[config.mk]
export PLATFORM = sky130hd
export DESIGN_NAME = router_pkt_tx
export DESIGN_NICKNAME = d
export VERILOG_FILES = /design/src/rtl/router_pkt_tx.sv
export SDC_FILE = /design/constraint.sdc
export NUM_CORES = 1
export LEC_CHECK = 0
export BUFFER_PORTS_ARGS = -buffer_cell sky130_fd_sc_hd__buf_2
export CAP_MARGIN = 40
export CORE_MARGIN = 10
export CORE_UTILIZATION = 45
export DETAILED_ROUTE_END_ITERATION = 8
export GPL_ROUTABILITY_DRIVEN = 0
export HOLD_SLACK_MARGIN = 0.02
export PLACE_DENSITY = 0.62
export SLEW_MARGIN = 30
export SYNTH_ARGS = -nofsm -noshare
export SYNTH_HDL_FRONTEND = slang
export SYNTH_SLANG_ARGS = --single-unit
[constraint.sdc]
create_clock -name clock -period 6.3 [get_ports clock]
set_input_delay 0 -clock clock [delete_from_list [all_inputs] [get_ports clock]]
set_output_delay 0 -clock clock [all_outputs]
set_load 0.02 [all_outputs]
[src/rtl/router_pkt_tx.sv]
// -----------------------------------------------------------------------------
// router_pkt_tx
// Packet source for one input port of the 1x3 router. A command (destination
// address, payload length, parity-corruption flag) is accepted in IDLE, the
// full payload is buffered in LOAD, and the packet is then streamed as header,
// payload bytes and a trailing parity byte under the router's busy flow
// control. A fixed number of idle cycles follows each packet. Rising edges of
// the router's error flag are counted with saturation.
//
// Ports
//   clock, reset          rising-edge clock, asynchronous active-high reset
//   cmd_valid/cmd_ready   command handshake (ready only in IDLE)
//   cmd_addr, cmd_len     destination port (0..2) and payload length (1..MAX_LEN)
//   cmd_bad_parity        1 = flip bit0 of the transmitted parity byte
//   pl_valid/pl_ready     payload byte handshake (ready only in LOAD)
//   pl_data               payload byte
//   busy                  router busy; a byte is consumed at an edge with busy=0
//   router_err            router parity error flag
//   pkt_valid, data_out   registered byte stream to the router
//   pkt_done              one-cycle pulse after the parity byte is consumed
//   bad_cmd               one-cycle pulse when an illegal command is dropped
//   err_count             saturating count of router_err rising edges
// -----------------------------------------------------------------------------
module router_pkt_tx #(
    parameter int MAX_LEN    = 63,
    parameter int GAP_CYCLES = 2,
    parameter int ERRW       = 8
) (
    input  logic            clock,
    input  logic            reset,
    input  logic            cmd_valid,
    output logic            cmd_ready,
    input  logic [1:0]      cmd_addr,
    input  logic [5:0]      cmd_len,
    input  logic            cmd_bad_parity,
    input  logic            pl_valid,
    output logic            pl_ready,
    input  logic [7:0]      pl_data,
    input  logic            busy,
    input  logic            router_err,
    output logic            pkt_valid,
    output logic [7:0]      data_out,
    output logic            pkt_done,
    output logic            bad_cmd,
    output logic [ERRW-1:0] err_count
);

    localparam int GW = (GAP_CYCLES < 2) ? 1 : $clog2(GAP_CYCLES);

    typedef enum logic [2:0] {
        S_IDLE    = 3'd0,
        S_LOAD    = 3'd1,
        S_HEADER  = 3'd2,
        S_PAYLOAD = 3'd3,
        S_PARITY  = 3'd4,
        S_GAP     = 3'd5
    } state_t;

    state_t          state_q, state_d;
    logic [1:0]      addr_q, addr_d;
    logic [5:0]      len_q, len_d;
    logic            badpar_q, badpar_d;
    logic [5:0]      wr_ptr_q, wr_ptr_d;
    logic [5:0]      rd_ptr_q, rd_ptr_d;
    logic [7:0]      parity_q, parity_d;
    logic [7:0]      data_q, data_d;
    logic            valid_q, valid_d;
    logic            done_q, done_d;
    logic            badcmd_q, badcmd_d;
    logic [GW-1:0]   gap_q, gap_d;
    logic [ERRW-1:0] err_cnt_q, err_cnt_d;
    logic            err_prev_q;
    logic [7:0]      buf_q [0:MAX_LEN-1];

    logic cmd_accept_s, cmd_illegal_s, pl_store_s, last_store_s;
    logic consume_s, last_payload_s, gap_done_s, wr_en_s, err_rise_s;
    logic [7:0] rd_byte_s;

    assign cmd_ready      = (state_q == S_IDLE);
    assign pl_ready       = (state_q == S_LOAD);
    assign cmd_accept_s   = cmd_valid & cmd_ready;
    assign cmd_illegal_s  = (cmd_len == 6'd0) || (cmd_addr == 2'd3) || (32'(cmd_len) > MAX_LEN);
    assign pl_store_s     = pl_valid & pl_ready;
    assign last_store_s   = pl_store_s && (wr_ptr_q == (len_q - 6'd1));
    assign consume_s      = ~busy;
    // rd_ptr always points at the byte that follows the one currently driven
    assign last_payload_s = (rd_ptr_q == len_q);
    assign rd_byte_s      = buf_q[rd_ptr_q];
    assign gap_done_s     = ((32'(gap_q) + 32'd1) >= GAP_CYCLES);
    assign err_rise_s     = router_err & ~err_prev_q;

    assign pkt_valid = valid_q;
    assign data_out  = data_q;
    assign pkt_done  = done_q;
    assign bad_cmd   = badcmd_q;
    assign err_count = err_cnt_q;

    // FSM state register
    always_ff @(posedge clock or posedge reset) begin
        if (reset) state_q <= S_IDLE;
        else       state_q <= state_d;
    end

    // FSM next-state decode
    always_comb begin
        state_d = state_q;
        case (state_q)
            S_IDLE:    if (cmd_accept_s && !cmd_illegal_s) state_d = S_LOAD;   else state_d = state_q;
            S_LOAD:    if (last_store_s)                   state_d = S_HEADER; else state_d = state_q;
            S_HEADER:  if (consume_s)                      state_d = S_PAYLOAD; else state_d = state_q;
            S_PAYLOAD: if (consume_s && last_payload_s)    state_d = S_PARITY; else state_d = state_q;
            S_PARITY:  if (consume_s) state_d = (GAP_CYCLES == 0) ? S_IDLE : S_GAP; else state_d = state_q;
            S_GAP:     if (gap_done_s)                     state_d = S_IDLE;   else state_d = state_q;
            default:   state_d = S_IDLE;
        endcase
    end

    // FSM output / datapath next values
    always_comb begin
        addr_d   = addr_q;
        len_d    = len_q;
        badpar_d = badpar_q;
        wr_ptr_d = wr_ptr_q;
        rd_ptr_d = rd_ptr_q;
        parity_d = parity_q;
        data_d   = data_q;
        valid_d  = valid_q;
        gap_d    = gap_q;
        done_d   = 1'b0;
        badcmd_d = 1'b0;
        wr_en_s  = 1'b0;
        case (state_q)
            S_IDLE: begin
                if (cmd_accept_s) begin
                    addr_d   = cmd_addr;
                    len_d    = cmd_len;
                    badpar_d = cmd_bad_parity;
                    wr_ptr_d = 6'd0;
                    badcmd_d = cmd_illegal_s;
                end else begin
                    badcmd_d = 1'b0;
                end
            end
            S_LOAD: begin
                if (pl_store_s) begin
                    wr_en_s  = 1'b1;
                    wr_ptr_d = wr_ptr_q + 6'd1;
                    if (last_store_s) begin
                        data_d   = {len_q, addr_q};
                        parity_d = {len_q, addr_q};
                        valid_d  = 1'b1;
                        rd_ptr_d = 6'd0;
                    end else begin
                        valid_d = 1'b0;
                    end
                end else begin
                    wr_en_s = 1'b0;
                end
            end
            S_HEADER, S_PAYLOAD: begin
                if (consume_s) begin
                    if ((state_q == S_PAYLOAD) && last_payload_s) begin
                        // parity already holds header ^ every payload byte
                        data_d  = parity_q ^ {7'd0, badpar_q};
                        valid_d = 1'b0;
                    end else begin
                        data_d   = rd_byte_s;
                        parity_d = parity_q ^ rd_byte_s;
                        rd_ptr_d = rd_ptr_q + 6'd1;
                    end
                end else begin
                    data_d = data_q;
                end
            end
            S_PARITY: begin
                if (consume_s) begin
                    data_d = 8'd0;
                    done_d = 1'b1;
                    gap_d  = '0;
                end else begin
                    done_d = 1'b0;
                end
            end
            S_GAP: begin
                gap_d = gap_q + GW'(1);
            end
            default: begin
                data_d  = 8'd0;
                valid_d = 1'b0;
            end
        endcase
    end

    // Datapath and registered outputs
    always_ff @(posedge clock or posedge reset) begin
        if (reset) begin
            addr_q   <= 2'd0;
            len_q    <= 6'd0;
            badpar_q <= 1'b0;
            wr_ptr_q <= 6'd0;
            rd_ptr_q <= 6'd0;
            parity_q <= 8'd0;
            data_q   <= 8'd0;
            valid_q  <= 1'b0;
            done_q   <= 1'b0;
            badcmd_q <= 1'b0;
            gap_q    <= '0;
        end else begin
            addr_q   <= addr_d;
            len_q    <= len_d;
            badpar_q <= badpar_d;
            wr_ptr_q <= wr_ptr_d;
            rd_ptr_q <= rd_ptr_d;
            parity_q <= parity_d;
            data_q   <= data_d;
            valid_q  <= valid_d;
            done_q   <= done_d;
            badcmd_q <= badcmd_d;
            gap_q    <= gap_d;
        end
    end

    // Payload buffer storage (plain memory, contents are don't-care after reset)
    always_ff @(posedge clock) begin
        if (wr_en_s) buf_q[wr_ptr_q] <= pl_data;
    end

    // Saturating router error edge count next value
    always_comb begin
        if (err_rise_s && (err_cnt_q != {ERRW{1'b1}})) err_cnt_d = err_cnt_q + ERRW'(1);
        else                                           err_cnt_d = err_cnt_q;
    end

    // Router error edge detector and counter registers (active in every state)
    always_ff @(posedge clock or posedge reset) begin
        if (reset) begin
            err_prev_q <= 1'b0;
            err_cnt_q  <= '0;
        end else begin
            err_prev_q <= router_err;
            err_cnt_q  <= err_cnt_d;
        end
    end

endmodule

==> flow_metrics.py <==
metrics = {
    "run_status": {
        "status": "finished, final reports clean",
    },
    "sta": {
        "hold_viol_final": 0,
        "relSlewSlack_pct": 42.1,
        "setup_slack_ns": 2.65,
        "min_period_over_period_pct": 57.9,
        "setup-tns-final_ns": 0,
        "period_minus_slack_ns": 3.65,
        "rsz0062_at_grt": "no",
        "worstMarginPinSlew_ns": 0.865,
        "slew_violations": 0,
        "finalSetupViolations": 0,
        "clock.fmax_ghz": 0.274,
        "skew_ns": 0.0143,
    },
    "worst_setup_path": {
        "rr_endpoint": "parity_q[1]",
        "path_class": "reg2reg",
        "r2r_setup_slack_ns": 2.65,
        "r2r_cells": 7,
        "required_ns": 6.79,
        "start_kind": "register",
        "rr_startpoint": "rd_ptr_q[1]",
        "end_kind": "register",
        "worstPathArrival_ns": 4.14,
        "crit_path_max_fanout": 49,
    },
    "cts": {
        "h-tree-depth": 2,
        "postCtsSetupBuffers": 0,
        "cts_resized": 0,
        "cts.clk_slew.worst_paths_ns": 0.06,
        "root_buffer": "clkbuf_16",
        "cts_sinks": 557,
        "clockBufferDepth": 3,
        "ctsHoldBuffers": 26,
        "cts_buffers": 56,
        "clock_latency_ns": 0.60,
        "cts_tree": "built",
    },
    "place": {
        "io_buffers": 43,
        "dp_hpwl_um": 31400,
        "pre_cts_ws_ns": 2.55,
        "placed_cell_area_mm2": 0.0236,
    },
    "synthesis": {
        "synth_ff_type": "edfxtp_1",
        "ys_warn_count": 0,
        "asyncSetResetFlopFracSynth_pct": 9.52,
        "synthAdderAreaFrac_pct": 0.221,
        "synth-simple-area-share_pct": 5.01,
        "synth_compound_area_share_pct": 3.97,
        "synthMuxAreaShare_pct": 15.2,
        "synth_top_family_by_area": "multiplexers",
        "avgSynthCellArea_um2": 18.7,
        "synth-seq-area-share_pct": 72.8,
        "syn-cell-area_mm2": 0.0226,
        "ys_ff_latch": 557,
        "synth_xor_area_share_pct": 0.930,
        "synth_edf_count": 504,
        "syn-num-nets": 1239,
        "synth_cell_types": 66,
        "synthCells": 1212,
    },
    "route": {
        "antenna_left": 0,
        "drc": 0,
        "via_per_inst": 5.76,
        "wl_per_cell_um": 24.9,
        "drt_iter0_markers": 1236,
        "wl_um": 50700,
        "vias": 11721,
        "drt-pass1-iter-count": 5,
    },
    "worst_hold_path": {
        "hold_depth": 2,
        "hp-start": "router_err",
        "hold_end": "err_prev_q",
        "holdCritPathClass": "in2reg",
    },
    "finish": {
        "drive_gt1_share_pct": 24.7,
        "area_delta_synth_final_pct": 14.1,
        "regArea_mm2": 0.0165,
        "nFillCells": 4014,
        "fin_area_mm2": 0.0258,
        "finish.net_count": 1345,
        "multi_input_area_mm2": 0.00575,
        "antenna_cells": 0,
    },
    "floorplanning": {
        "initial_core_util_pct": 45.3,
        "die_w_um": 244,
        "die_y_um": 244,
        "die_area_mm2": 0.0596,
        "io_pins": 44,
        "core_area_mm2": 0.0500,
        "num_rows": 82,
    },
    "grt": {
        "grt_pass1_vias": 11720,
        "grt_max_degree": 64,
        "gr-total-overflow": 0,
        "antenna_found_initial": 1,
        "grtUsageTotal_pct": 17.1,
        "grt_pass1_wl_um": 76600,
    },
    "job": {
        "max-cap-violations": 0,
    },
    "pwr": {
        "irDropWorstVdd_mv": 0.203,
        "leakage_nw": 8.37,
        "powerDensity_mw_per_mm2": 386,
    },
}
## worst max-delay path: stages, from the launching register on
cell       delay, ns
dfrtp_4         0.91
buf_4           0.57
mux4_2          0.37
mux4_2          0.30
a211oi_1        0.06
a2111oi_1       0.76
a21boi_0        0.21
o31a_1          0.31
## area by class of cell
| class | count | share of cell area, % |
|---|---|---|
| clock buffer | 66 | 5.66 |
| clock inverter | 36 | 1.30 |
| inverter | 19 | 0.276 |
| multi-input combinational | 569 | 22.3 |
| sequential | 557 | 63.8 |
| tap | 672 | 3.26 |
| timing repair buffer | 115 | 3.37 |
## layout by cell type (no fill, tap or decap), types with 14 or more instances in the layout
master | synthesis | final
a21oi_1 | 15 | 14
buf_2 | 11 | 39
buf_4 | 10 | 34
clkbuf_16 | 0 | 57
dfrtp_1 | 53 | 50
dlygate4sd3_1 | 0 | 26
edfxtp_1 | 504 | 504
inv_1 | 17 | 16
mux2_2 | 15 | 15
mux2i_1 | 19 | 19
mux4_2 | 137 | 137
nand2_1 | 83 | 83
nand3_1 | 16 | 16
nor2_1 | 92 | 92
o21ai_0 | 20 | 20
xnor2_1 | 16 | 16
## worst max-delay path by stage
stage	end	slack (ns)	depth (start not counted)	startpoint
after global placement	parity_q[0]	2.51	7	rd_ptr_q[0]
after floorplan	parity_q[4]	3.73	9	rd_ptr_q[0]
after CTS	parity_q[1]	2.52	7	rd_ptr_q[1]
after global routing	parity_q[1]	2.58	7	rd_ptr_q[1]
final	parity_q[1]	2.65	7	rd_ptr_q[1]
after detailed placement	parity_q[1]	2.55	7	rd_ptr_q[1]
## sequential cells by signal (all words and copies together), names as in the netlist
signal / cells
rd_ptr_q: 6
data_out: 8
badpar_q: 1
pkt_done: 1
gap_q: 1
len_q: 6
buf_q: 504
addr_q: 2
bad_cmd: 1
err_prev_q: 1
wr_ptr_q: 6
parity_q: 8
pkt_valid: 1
state_q: 3
err_count: 8
## metrics by stage
step	std cells	hold WS [ns]	utilization [%]	total power, W
after floorplan	1212	0.0314	-	0.00601
after global placement	1873	0.124	46.9	0.00666
after detailed placement	1888	0.126	47.3	0.00672
after CTS	2016	0.0278	51.4	0.0100
after global routing	2034	0.0387	51.6	0.0104
final	2034	0.0592	51.6	0.00996
## kinds of logic (layout without fill, tap and decap cells)
family	count (synthesis)	after routing
flops	557	557
buf+inv	86	236
simple gates	251	251
xor+xnor	24	24
mux	171	171
fa+ha+maj	4	4
compound gates	119	119
## routing by layer
metal / vias to the layer above / routed length (µm) / GRT usage, %
li1: 5100 / - / -
met1: 6118 / 22300 / 24.4
met2: 415 / 23600 / 26.0
met3: 88 / 3250 / 2.93
met4: 0 / 1570 / 6.41
met5: - / 0 / 0
## cells in the mapped netlist, types with 5 or more instances
| cell | instances | area [µm²] |
|---|---|---|
| a41oi_1 | 5 | 43.8 |
| nor3_1 | 10 | 50.1 |
| a31oi_1 | 7 | 43.8 |
| a21oi_1 | 15 | 75.1 |
| edfxtp_1 | 504 | 15100 |
| a211oi_1 | 5 | 37.5 |
| nor3b_1 | 6 | 45.0 |
| mux2i_1 | 19 | 190 |
| a2bb2oi_1 | 5 | 43.8 |
| mux2_2 | 15 | 169 |
| xor2_1 | 8 | 70.1 |
| clkbuf_1 | 37 | 139 |
| o21ai_0 | 20 | 100 |
| xnor2_1 | 16 | 140 |
| mux4_2 | 137 | 3090 |
| or3_1 | 6 | 37.5 |
| nand4_1 | 7 | 43.8 |
| nand2_1 | 83 | 312 |
| nor2b_1 | 8 | 50.1 |
| a22o_1 | 5 | 43.8 |
| dfrtp_1 | 53 | 1330 |
| nor2_1 | 92 | 345 |
| buf_6 | 6 | 67.6 |
| a2111oi_0 | 5 | 43.8 |
| nand3_1 | 16 | 80.1 |
| inv_1 | 17 | 63.8 |
| buf_4 | 10 | 75.1 |
| buf_2 | 11 | 55.1 |
## power by group
| group | switching (W) | internal, W | leakage, nW |
|---|---|---|---|
| clock network | 0.00137 | 0.00190 | 0.878 |
| registers | 0.000248 | 0.00423 | 5.20 |
| logic | 0.00125 | 0.000969 | 2.30 |
| total | 0.00287 | 0.00709 | 8.37 |
(Power assumes the default switching activity.)
